==> src/rtl/keypad_1.sv <==
// keypad_1: 4x4 keypad column scanner with a four-key passcode lock
module keypad_1 #(
  parameter int SCAN_DWELL = 4,
  parameter logic [15:0] PASSCODE = 16'h1865
) (
  input  logic       clk,
  input  logic       rst,
  input  logic       en,
  input  logic [3:0] row,
  output logic [3:0] col,
  output logic       access_granted,
  output logic       led
);
  localparam logic [63:0] KEYMAP = 64'h123A_456B_789C_E0FD;
  localparam int DW = (SCAN_DWELL > 2) ? $clog2(SCAN_DWELL) : 1;
  typedef enum logic {SCAN, HELD} state_t;
  state_t state, state_nx;
  logic [3:0] col_r, key, idx;
  logic [1:0] ri, ci;
  logic [DW-1:0] dwell;
  logic [15:0] buffer;
  logic [2:0] count;
  logic chk, capture, advance;
  always_comb begin
    ri = row[3] ? 2'd0 : row[2] ? 2'd1 : row[1] ? 2'd2 : 2'd3;
    ci = col_r[3] ? 2'd0 : col_r[2] ? 2'd1 : col_r[1] ? 2'd2 : 2'd3;
    idx = ~{ri, ci};
    key = KEYMAP[{idx, 2'b00} +: 4];
    capture = en && state == SCAN && row != 4'h0;
    advance = en && state == SCAN && row == 4'h0 && dwell == DW'(SCAN_DWELL - 1);
    state_nx = !en ? SCAN : capture ? HELD : (state == HELD && row == 4'h0) ? SCAN : state;
    col = en ? col_r : 4'h0;
    led = en && state == HELD;
  end
  always_ff @(posedge clk) begin
    if (rst) begin
      state <= SCAN;
      col_r <= 4'b1000;
      dwell <= '0;
      buffer <= '0;
      count <= '0;
      chk <= 1'b0;
      access_granted <= 1'b0;
    end else begin
      state <= state_nx;
      if (en) begin
        dwell <= (state == SCAN && row == 4'h0 && !advance) ? dwell + 1'b1 :
                 (state == HELD && row != 4'h0) ? dwell : '0;
        if (advance) col_r <= {col_r[0], col_r[3:1]};
        // grant is judged the cycle after the fourth key lands in the buffer
        if (chk) begin
          access_granted <= buffer == PASSCODE;
          chk <= 1'b0;
        end
        if (capture) begin
          if (key == 4'hE) begin
            buffer <= '0;
            count <= '0;
            chk <= 1'b0;
            access_granted <= 1'b0;
          end else if (count == 3'd4) begin
            buffer <= {12'h000, key};
            count <= 3'd1;
            access_granted <= 1'b0;
          end else begin
            buffer <= {buffer[11:0], key};
            count <= count + 3'd1;
            chk <= count == 3'd3;
          end
        end
      end
    end
  end
endmodule

==> config.mk <==
export PLATFORM = sky130hd
export DESIGN_NAME = keypad_1
export DESIGN_NICKNAME = d
export VERILOG_FILES = /design/src/rtl/keypad_1.sv
export SDC_FILE = /design/constraint.sdc
export NUM_CORES = 1
export LEC_CHECK = 0
export ABC_AREA = 1
export CAP_MARGIN = 10
export CORE_MARGIN = 2
export CORE_UTILIZATION = 50
export CTS_CLUSTER_SIZE = 12
export DETAILED_ROUTE_END_ITERATION = 16
export DONT_BUFFER_PORTS = 1
export GPL_ROUTABILITY_DRIVEN = 0
export GPL_TIMING_DRIVEN = 0
export SYNTH_ARGS = -nofsm -noshare
export SYNTH_HDL_FRONTEND = slang
export SYNTH_SLANG_ARGS = --single-unit
==> constraint.sdc <==
create_clock -name clk -period 2 [get_ports clk]
set_input_delay 0.3 -clock clk [delete_from_list [all_inputs] [get_ports clk]]
set_output_delay 0.3 -clock clk [all_outputs]
set_load 0.1 [all_outputs]
==> summary.txt <==
Clock tree
  – Num CTS Buffers: 3
  – Sinks on Clock Net: 28
  – Clk_lat worst skew: 0.33 ns
  – Clock tree buffer depth: 2
  – CTS clk-pin slew, worst paths: 0.15 ns
  – # hold bufs at CTS: 0
  – Root Buffer: clkbuf_4
  – CTS tree: built
  – H-tree depth: 1

Placement
  – Pre-CTS WS: -0.1028 ns
  – Detail Placement HPWL: 2456 um
  – Buffers on Ports: 0
  – Placed cell count: 246

Route
  – Router iterations before antenna repair: 4
  – Post-route DRC: 0
  – Overall routed net length: 3351 um
  – Initial DRC count: 106
  – Via count: 1410
  – DR WL/cell: 13.14 um
  – Post-DR vias/cell: approximately 5.5
  – Antenna-violating nets left: 0

Outcome
  – Outcome: complete, no violations

Synthesis
  – Synthesized area: 1529 um2
  – Synth Register Bits: 28
  – Post-synth cell types: 25
  – Avg Synthesized Cell Area: a little over 7 um2
  – Gate Count Post-Synth: roughly 210
  – Yosys top cell area share: 0.3666
  – Largest area contributor in the netlist: dfxtp_1
  – Largest cells by area after synthesis: dfxtp_1, nand2_1, a21oi_1
  – Syn Nets: 230
  – Seq/Total Area, Yosys: 0.3666
  – Synth warnings: 0

Global routing
  – First-pass GRT wire length: about 5500 um
  – Gr usage total: 0.2066
  – Initial antenna violation count: 0
  – Congestion Overflow GR: 0
  – Largest net degree at the start of global routing: 16
  – Vias in the first global route: 1211

Power
  – Power Density: about 620 nW/um2
  – Lkg Pwr: 0.7304 nW
  – Worst VDD drop: 385.9 uV

Final layout
  – Commonest cells after routing, fill and taps aside: nand2_1, a21oi_1, inv_1, dfxtp_1
  – Non-filler instance count after layout: 255
  – Commonest non-fill, non-tap cell in the layout: nand2_1
  – Nets: 240
  – Layout cell share with drive strength beyond 1: 0.1667
  – Ant. Diodes: 0
  – Layout area overhead: 10.39%

Setup path
  – Crit path required time: 2.22 ns
  – Worst-path maximum fanout: 5
  – Critical path type: flop to flop
  – CP arrival: 2.17 ns
  – Worst setup SP type: flop
  – Crit. End Element: flop

Floorplan
  – # IOs: 13
  – Rows: 20
  – Die H: 59.30 um
  – Core Region: 2978 um2
  – Die area: 3516 um2
  – Initial Utilization: 0.5134
  – Chip Width: just under 60 um

Timing
  – Fin. Hold Viols: 0
  – Pins Over Slew Limit: 0
  – Final Hold Slack: approximately 0.15 ns
  – # setup viols final: 0
  – Final worst-path cycle share: 0.9722
  – Final Skew: 0.009251 ns
  – Relative slew margins: 0.3412
  – Fmax: 0.5143 GHz
  – Fin crit period: 1.944 ns
  – Worst Max-Slew Pin Slew: 0.9868 ns
  – Worst Slack Setup Final: 0.05570 ns

Worst hold path
  – Worst min path class: input port to flop

Flow run
  – Max cap viols: 0
## final timing paths
kind                            startpoint              to  slack (ns)  cells past startpoint
worst max register to register    col_r[2]        count[1]        0.06                     13
worst min-delay path                    en  access_granted        0.15                      3
worst max-delay path              col_r[2]        count[1]        0.06                     13
worst min register to register    dwell[0]        dwell[0]        0.48                      2
## synthesized netlist by cell type
cell / n
a211oi_1: 2
a21oi_1: 27
a21oi_2: 6
buf_1: 2
buf_2: 3
buf_6: 1
clkbuf_1: 1
dfxtp_1: 28
ha_1: 10
inv_1: 29
inv_2: 4
nand2_1: 43
nand3_1: 12
nand4_1: 10
nor2_1: 11
nor2_2: 1
nor2_4: 1
nor2_8: 1
nor3_1: 2
nor3_2: 1
nor3b_1: 1
nor4_1: 1
o211ai_1: 1
o21ai_0: 9
o21ai_1: 6
## worst max-delay path, cell delays in order (launching register included)
cell     delay (ns)
dfxtp_4        0.38
inv_2          0.05
nand2_1        0.11
nand2_2        0.09
ha_1           0.29
nand2_1        0.08
nand3_1        0.11
nand2_2        0.09
inv_1          0.04
nor2_1         0.12
nand3_2        0.14
buf_4          0.19
nand4_1        0.08
a21oi_1        0.07
## metal layers
metal,vias up,part of all wire,GRT usage
met5,-,0,0
met4,0,0.018,0.06818
met3,9,0.038,0.02838
met2,29,0.46,0.3218
met1,647,0.48,0.2937
li1,725,-,-
## state kept, by name, summed over array words and instances (netlist names)
name / cells
col_r: 4
buffer: 16
access_granted: 1
chk: 1
state: 1
dwell: 2
count: 3
## layout make-up
cell class	instances	area (um2)
plain buffers	7	43.79
flip-flops and latches	28	565.5
multi-input cells	145	827.0
clock buffers	4	36.28
fillers	297	1290
repair buffers	5	50.05
well taps	33	41.29
inverters	33	123.9
## cells by family after synthesis
family,share of synthesized area
AND/OR/NAND/NOR,0.2594
AO/OA/AOI/OAI,0.1866
buffers and inverters,0.1056
flip-flops,0.3666
adder cells (fa/ha/maj),0.08183
## power breakdown
part	total [mW]	leakage, nW	internal (mW)	switching (mW)
Sequential	0.602	0.230	0.584	0.0178
Combinational	0.176	0.479	0.0599	0.116
Clock	0.274	0.0210	0.112	0.162
Total	1.05	0.730	0.756	0.297
## through the flow
stage	setup TNS, ns	utilization	power, mW	area (um2)
after global placement	-0.07254	0.5273	0.7738	1570
after global routing	-0.2641	0.5668	1.112	1688
after detailed placement	-0.1046	0.5273	0.7786	1570
final	0	0.5668	1.052	1688
after CTS	0	0.5408	1.053	1610
after floorplan	0	-	0.7431	1529
## what timing repair did
item                                    CTS  global route
endpoints found under the setup margin    3            19
cloned                                    0             1
pin swaps                                 0             1
endpoints found under the hold margin     0             0
resized for setup                         2            14
setup buffers                             0             4
(Power assumes the default switching activity.)
